<file path="src/rtl/sync_fifo_param.sv">
// Parametrised single-clock FIFO with occupancy count, almost flags, sticky error flags and flush.
// Define FIFO_FWFT_EN for first-word fall-through read data; otherwise reads have one cycle of latency.
// The read-data port is called dout because `do` is a reserved word in SystemVerilog.
module sync_fifo_param #(
    parameter int unsigned DATA_W   = 8,
    parameter int unsigned DEPTH    = 16,
    parameter int unsigned AF_LEVEL = DEPTH - 4,
    parameter int unsigned AE_LEVEL = 2,
    parameter int unsigned ADDR_W   = $clog2(DEPTH)
) (
    input  logic              clk,
    input  logic              rst,
    input  logic              clr,
    input  logic              we,
    input  logic [DATA_W-1:0] di,
    input  logic              re,
    output logic [DATA_W-1:0] dout,
    output logic              empty_flag,
    output logic              full_flag,
    output logic              almost_empty,
    output logic              almost_full,
    output logic [ADDR_W:0]   count,
    output logic              overflow,
    output logic              underflow
);

    localparam int unsigned CNT_W = ADDR_W + 1;
    localparam logic [CNT_W-1:0] DEPTH_C = CNT_W'(DEPTH);
    localparam logic [CNT_W-1:0] AF_C    = CNT_W'(AF_LEVEL);
    localparam logic [CNT_W-1:0] AE_C    = CNT_W'(AE_LEVEL);
    localparam logic             AF_RST  = (AF_LEVEL == 0);

    logic [DATA_W-1:0] mem [DEPTH];
    logic [ADDR_W-1:0] wr_ptr;
    logic [ADDR_W-1:0] rd_ptr;
    logic              rd_acc;
    logic              wr_acc;
    logic              rd_en;
    logic              wr_en;
    logic [CNT_W-1:0]  count_nxt;

    // A write into a full FIFO is only accepted when a read frees a slot in the same cycle.
    always_comb begin
        rd_acc = re & ~empty_flag;
        wr_acc = we & (~full_flag | rd_acc);
        rd_en  = rd_acc & ~clr;
        wr_en  = wr_acc & ~clr;
    end

    // Next occupancy; flush wins over any transfer.
    always_comb begin
        count_nxt = count;
        if (clr) begin
            count_nxt = '0;
        end else if (wr_acc && !rd_acc) begin
            count_nxt = count + CNT_W'(1);
        end else if (rd_acc && !wr_acc) begin
            count_nxt = count - CNT_W'(1);
        end
    end

    // Storage array is not reset.
    always_ff @(posedge clk) begin
        if (wr_en) begin
            mem[wr_ptr] <= di;
        end
    end

    // Pointers, count, flags.
    always_ff @(posedge clk or posedge rst) begin
        if (rst) begin
            wr_ptr       <= '0;
            rd_ptr       <= '0;
            count        <= '0;
            empty_flag   <= 1'b1;
            full_flag    <= 1'b0;
            almost_empty <= 1'b1;
            almost_full  <= AF_RST;
            overflow     <= 1'b0;
            underflow    <= 1'b0;
        end else begin
            count        <= count_nxt;
            empty_flag   <= (count_nxt == '0);
            full_flag    <= (count_nxt == DEPTH_C);
            almost_empty <= (count_nxt <= AE_C);
            almost_full  <= (count_nxt >= AF_C);
            if (clr) begin
                wr_ptr    <= '0;
                rd_ptr    <= '0;
                overflow  <= 1'b0;
                underflow <= 1'b0;
            end else begin
                if (wr_en) begin
                    wr_ptr <= wr_ptr + ADDR_W'(1);
                end
                if (rd_en) begin
                    rd_ptr <= rd_ptr + ADDR_W'(1);
                end
                if (we && full_flag && !rd_acc) begin
                    overflow <= 1'b1;
                end
                if (re && empty_flag) begin
                    underflow <= 1'b1;
                end
            end
        end
    end

`ifdef FIFO_FWFT_EN
    // Head word is always visible; re consumes it at the edge.
    assign dout = mem[rd_ptr];
`else
    // Registered read; holds when idle and across a flush.
    always_ff @(posedge clk or posedge rst) begin
        if (rst) begin
            dout <= '0;
        end else if (rd_en) begin
            dout <= mem[rd_ptr];
        end
    end
`endif

endmodule

</file>
<file path="config.mk">
export PLATFORM = sky130hd
export DESIGN_NAME = sync_fifo_param
export DESIGN_NICKNAME = d
export VERILOG_FILES = /design/src/rtl/sync_fifo_param.sv
export SDC_FILE = /design/constraint.sdc
export NUM_CORES = 1
export LEC_CHECK = 0
export ABC_AREA = 1
export CAP_MARGIN = 20
export CORE_AREA = 2 2 108 110
export DETAILED_ROUTE_END_ITERATION = 7
export DIE_AREA = 0 0 110 112
export PLACE_DENSITY = 0.81
export SYNTH_ARGS = -nofsm -noshare
export SYNTH_HDL_FRONTEND = slang
export SYNTH_SLANG_ARGS = --single-unit
</file>
<file path="constraint.sdc">
create_clock -name clk -period 2.5 [get_ports clk]
set_input_delay 0.5 -clock clk [delete_from_list [all_inputs] [get_ports clk]]
set_output_delay 0.5 -clock clk [all_outputs]
set_load 0.01 [all_outputs]
</file>
==> results of run 1 <==
state kept, by name, summed over array words and instances (netlist names):
name,cells
mem,128
dout,8
count,5
rd_ptr,4
wr_ptr,4
almost_empty,1
almost_full,1
empty_flag,1
full_flag,1
overflow,1
underflow,1
area by class of cell:
type	instances	area, um^2	area share (%)
Timing Repair Buffer	66	573.1	7.395
Sequential cell	155	4523	58.37
Clock inverter	14	148.9	1.922
Tap cell	143	178.9	2.309
Clock buffer	17	425.4	5.490
Inverter	30	112.6	1.453
Multi-Input combinational cell	386	1787	23.06
stage by stage:
step	std cells	area, um^2	hold WS (ns)	utilization [%]
after floorplan	598	6554	0.5263	-
after global placement	780	7174	0.4779	64.20
after detailed placement	780	7174	0.4792	64.20
after CTS	811	7749	0.4317	69.34
after global routing	811	7749	0.4828	69.34
final	811	7749	0.4224	69.34
per-layer routing:
metal	track usage (%)	vias to the layer above	wire, um	part of all wire, %
li1	-	2168	-	-
met1	35.27	2270	5796	38
met4	12.41	0	557	3.6
met3	6.089	68	1547	10
met5	0	-	0	0
met2	42.13	346	7482	49
power groups by stage:
| stage | registers (W) | clock network [W] | logic, W |
|---|---|---|---|
| final | 0.00306 | 0.00246 | 0.00122 |
| after global routing | 0.00308 | 0.00257 | 0.00134 |
| after CTS | 0.00306 | 0.00247 | 0.00121 |
| after detailed placement | 0.00311 | 0 | 0.00119 |
| after global placement | 0.00310 | 0 | 0.00116 |
| after floorplan | 0.00311 | 0 | 0.000715 |
worst max-delay path, delay by kind of cell (launching register included):
| kind | cells | cell delay [ns] |
|---|---|---|
| buffers and inverters | 1 | 0.45 |
| and+or+nand+nor | 6 | 0.68 |
| DFF | 1 | 0.75 |
| AOI/OAI and AO/OA | 1 | 0.12 |
layout by cell type (no fill, tap or decap), drive strengths merged, types with 2 or more instances in the layout:
master / instances
nand3: 121
nor2: 32
dfstp: 2
inv: 31
dfrtp: 25
edfxtp: 128
o21a: 8
buf: 35
a21oi: 7
clkdlybuf4s50: 31
nand4: 2
clkbuf: 17
o21ai: 11
nand2: 193
bufinv: 2
ha: 7
nor3: 2
clkinvlp: 3
clkinv: 8
worst max path at each step:
stage,start,to,cells after the start,slack [ns]
2_1_floorplan,clr,mem[12][0],4,0.66
3_3_place_gp,re,mem[2][4],6,0.22
3_5_place_dp,re,mem[15][4],6,0.20
4_1_cts,empty_flag,empty_flag,1,0.47
5_1_grt,rd_ptr[0],dout[4],8,0.27
6_report,rd_ptr[0],dout[4],8,0.42
cell families after synthesis:
| kind of cell | count (synthesis) | synth area share [%] |
|---|---|---|
| AOI/OAI and AO/OA | 27 | 2.444 |
| xor gates and xnor gates | 1 | 0.1337 |
| adders and majority gates | 7 | 1.336 |
| buffers and inverters | 57 | 3.742 |
| DFF | 155 | 69.00 |
| and+or+nand+nor | 351 | 23.35 |
==> flow_metrics.tcl, run 1 <==
set metrics [dict create \
    status "completed" \
    htreeDepth 4 \
    synthCells 598 \
    cp.arrival_ns 2.43 \
    peakVddDrop_mv 0.7652 \
    synth.distinct_cells 28 \
    p_total_w 0.006738 \
    maxCapViolations 0 \
    rr_endpoint "dout[4]" \
    synth_top_area_cell "edfxtp_1" \
    portBuffers 31 \
    area_delta_synth_final_pct 18.23 \
    path_clk_slew_ns 0.06 \
    design.die.area_um2 12320 \
    cpPeakStageDelay_ns 0.75 \
    pre_cts_ws_ns 0.2001 \
    ys_warn_count 0 \
    cp.required_ns 2.86 \
    cts.path.max_buffers 2 \
    ys_top_cells_by_count "nand2_1, edfxtp_1, nand3_1" \
    cts_sinks 155 \
    rrSetupSlack_ns 0.42 \
    p_sw_w 0.001853 \
    skew_ns 0.007911 \
    die_w_um 110 \
    powerDensity_nw_per_um2 869.6 \
    tritoncts "yes" \
    synth_edf_count 128 \
    hold_path_class "primary input to async pin" \
    max_slew_margin_pct 56.57 \
    drt-pass1-iter-count 6 \
    clock.fmax_ghz 0.4818 \
    final-hold-violation-count 0 \
    maxSlewViolCount 0 \
    synth-async-reset-ratio_pct 17.42 \
    rr_worst_depth 8 \
    crit_type "flop to flop" \
    final_nets 676 \
    grt_max_degree 36 \
    cp-start-kind "flop" \
    yosys.area.top_type_share_pct 58.65 \
    synth-seq-cells 155 \
    synth.top_cells.by_area "edfxtp_1, nand2_1, dfrtp_1, nand3_1, nor2_1" \
    grt_pass1_vias 4676 \
    drt-vias-per-instance 5.983 \
    mappedNetlistNets 618 \
    antenna_left 0 \
    pwr-share-seq_pct 45.4 \
    wire_per_inst_um 18.97 \
    power_frac_clock_pct 36.5 \
    synth_ff_type "edfxtp_1" \
    pwr-share-comb_pct 18.1 \
    num_vias 4852 \
    critPathSlowestCell "dfrtp_2" \
    ctsHoldBuffers 0 \
    grt_usage_pct 26.74 \
    cts_resized 0 \
    post_cts_buffers 0 \
    drt-initial-drc-count 613 \
    syn-mean-instance-area_um2 10.96 \
    remaining_drc_errors 0 \
    rows 39 \
    start_util_pct 58.65 \
    p_leak_nw 3.006 \
    ys_seq_area_share_pct 69.00 \
    gp_congestion 0.8818 \
    fillers 749 \
    yosysMostFrequentCell "nand2_1" \
    core_area_um2 11170 \
    setup_ws_ns 0.4245 \
    rsz0062_at_grt "false" \
    finalSetupViolCount 0 \
    dp_hpwl_mm 9.929 \
    swShare_pct 27.50 \
    fin_crit_sh_pct 83.02 \
    io_pins 32 \
    cts_buffers 17 \
    cp_max_fo 34 \
    tns_ns 0 \
    die_y_um 112 \
    internal_power_w 0.004885 \
    insertion_delay_ns 0.42 \
    wl_mm 15.38 \
    min_period_ns 2.076 \
    worstMarginPinSlew_ns 0.6505 \
    clock-root-buffer "clkbuf_16" \
    antenna_found_initial 0 \
    end_kind "flop" \
    gr-total-overflow 0 \
    grt_pass1_wl_mm 24.02 \
    path_cells "buf_4 -> nand2_1 -> nand3_1 -> nand3_1 -> nand2_1 -> nand2_1 -> nand3_1 -> o21a_1" \
    num_antenna_cells 0 \
    r2r_start "rd_ptr[0]" \
    synth_area_um2 6554 \
    layout-drive-gt1-share_pct 12.57 \
]
No activity file was read; power rests on OpenSTA's default activity.
==> run 2: changes to the inputs <==
--- a/config.mk
+++ b/config.mk
@@ -7,10 +7,10 @@
 export LEC_CHECK = 0
 export ABC_AREA = 1
 export CAP_MARGIN = 20
-export CORE_AREA = 2 2 108 110
+export CORE_AREA = 2 2 114 116
 export DETAILED_ROUTE_END_ITERATION = 7
-export DIE_AREA = 0 0 110 112
-export PLACE_DENSITY = 0.81
+export DIE_AREA = 0 0 116 118
+export PLACE_DENSITY = 0.77
 export SYNTH_ARGS = -nofsm -noshare
 export SYNTH_HDL_FRONTEND = slang
 export SYNTH_SLANG_ARGS = --single-unit
==> constraint.sdc (replaced) <==
create_clock -name clk -period 1.9 [get_ports clk]
set_input_delay 0.38 -clock clk [delete_from_list [all_inputs] [get_ports clk]]
set_output_delay 0.38 -clock clk [all_outputs]
set_load 0.01 [all_outputs]
==> run 2 against run 1 <==
  * Cell count increased by 4.6%
  * Sequential share of layout area decreased by 1.2 points
  * Combinational power increased by 40%
==> flow_metrics.tcl, run 2 (synthesized netlist as in run 1, its figures left out) <==
set metrics [dict create \
    drt-pass1-iter-count 5 \
    hold_path_class "primary input to async pin" \
    skew_ns 0.005667 \
    cts_sinks 155 \
    instances_no_fill 848 \
    dp.cells 816 \
    die_w_um 116 \
    antenna_found_initial 0 \
    critPathSlowestCell "clkdlybuf4s50_1" \
    gr-total-overflow 0 \
    mostFrequentLayoutCells "nand2_1, edfxtp_1, nand3_1" \
    fillers 958 \
    wire_per_inst_um 18.10 \
    top_regs "mem x128, dout x8, count x5" \
    cp_top_family "buffers and inverters" \
    num_antenna_cells 0 \
    cts.path.max_buffers 2 \
    core_area_um2 12410 \
    met1_usage_pct 31.30 \
    rows 41 \
    portBuffers 31 \
    grt_pass1_vias 4538 \
    drt-initial-drc-count 572 \
    io_pins 32 \
    peakVddDrop_mv 0.8255 \
    ctsHoldBuffers 0 \
    cts_buffers 17 \
    cp.required_ns 1.52 \
    powerDensity_nw_per_um2 1121 \
    end_kind "primary output" \
    layout-drive-gt1-share_pct 12.87 \
    largest_reg_flops 128 \
    tritoncts "yes" \
    min_period_ns 1.828 \
    final_nets 683 \
    gp_congestion 0.9588 \
    grt_max_degree 42 \
    design.die.area_um2 13690 \
    dp_hpwl_mm 10.34 \
    cp.arrival_ns 1.45 \
    drt-vias-per-instance 5.521 \
    htreeDepth 4 \
    crit_type "flop to primary output" \
    grt.met2_usage_pct 37.28 \
    cp-start-kind "flop" \
    num_vias 4682 \
    grt_util_met3_pct 7.518 \
    grt_pass1_wl_mm 23.74 \
    start_util_pct 52.79 \
    final-hold-violation-count 0 \
    fin_hold_ws_ns 0.3133 \
    finalSetupViolCount 0 \
    cpPeakStageDelay_ns 0.52 \
    wl_mm 15.35 \
    cp_max_fo 1 \
    worstMarginPinSlew_ns 0.6692 \
    layout_commonest_cell "nand2_1" \
    path_cells "clkdlybuf4s50_1" \
    remaining_drc_errors 0 \
    path_buf_inv 1 \
    grt_usage_pct 23.86 \
    maxCapViolations 0 \
    max_slew_margin_pct 55.39 \
    status "completed" \
    insertion_delay_ns 0.42 \
    p_leak_nw 3.058 \
    fin_crit_sh_pct 96.19 \
    top_register "mem" \
    area_delta_synth_final_pct 20.69 \
    rsz0062_at_grt "false" \
    clock.fmax_ghz 0.5472 \
    clock-root-buffer "clkbuf_16" \
    antenna_left 0 \
    maxSlewViolCount 0 \
    path_clk_slew_ns 0.06 \
    die_y_um 118 \
    grt-busiest-layer "met2" \
]
==> run 2: cell types whose count changed in the layout (fill, tap and decap cells not counted), sizes merged <==
cell,delta
buf,+7
dlygate4sd2,+1
inv,-1
clkinvlp,+1
clkbuf,+2
clkdlybuf4s50,-1
clkinv,-1
==> run 2: area by class of cell <==
type	count	area (um^2)	area share (%)
clock buffers	19	432.9	5.473
clock inverters	13	127.6	1.613
inverters	30	112.6	1.424
multi-input cells	386	1787	22.59
flip-flops and latches	155	4523	57.18
well taps	172	215.2	2.721
repair buffers	73	711.9	9.000
==> run 2: power breakdown <==
part	internal [W]	switching, W	total, W
clock network	0.00191	0.00127	0.00318
registers	0.00386	0.000117	0.00398
logic	0.000695	0.00101	0.00171
==> run 2: final timing paths <==
check / start / endpoint / slack [ns] / cells past startpoint
setup / recovery: almost_empty / almost_empty / 0.07 / 1
hold / removal: rst / rd_ptr[3] / 0.31 / 2
setup reg to reg: rd_ptr[2] / dout[2] / 0.16 / 6
hold reg to reg: dout[4] / dout[4] / 0.50 / 1
max in group asynchronous: rst / wr_ptr[0] / 1.06 / 3
min in group clk: dout[4] / dout[4] / 0.50 / 1
==> run 2: worst reg2reg max path, cell delays in order (launching register included) <==
cell	delay [ns]
dfrtp_1	0.77
inv_2	0.33
nand3_1	0.20
nand2_1	0.07
nand2_1	0.08
nand3_1	0.08
o21a_1	0.11
==> run 2: stage by stage <==
step | total power [W] | setup slack, ns | util, % | setup TNS (ns) | cell area (um^2)
finish | 0.008865 | 0.07239 | 63.72 | 0 | 7910
global route | 0.009227 | 0.003652 | 63.72 | 0 | 7910
global placement | 0.005679 | -0.2130 | 59.21 | -22.70 | 7351
detailed placement | 0.005735 | -0.2131 | 59.21 | -24.29 | 7351
CTS | 0.008880 | 0.04916 | 63.72 | 0 | 7910
floorplan | 0.005027 | 0.1765 | - | 0 | 6554
==> run 2: timing repair <==
action | 4_1_cts | 5_1_grt
resized for setup | 1 | 0
endpoints found under the setup margin | 1 | 0
buffers inserted | 0 | 0
==> run 2: per-layer routing <==
metal,vias up,routed length [um]
met4,0,301
met2,217,7472
li1,2182,-
met5,-,0
met3,29,1406
met1,2254,6169
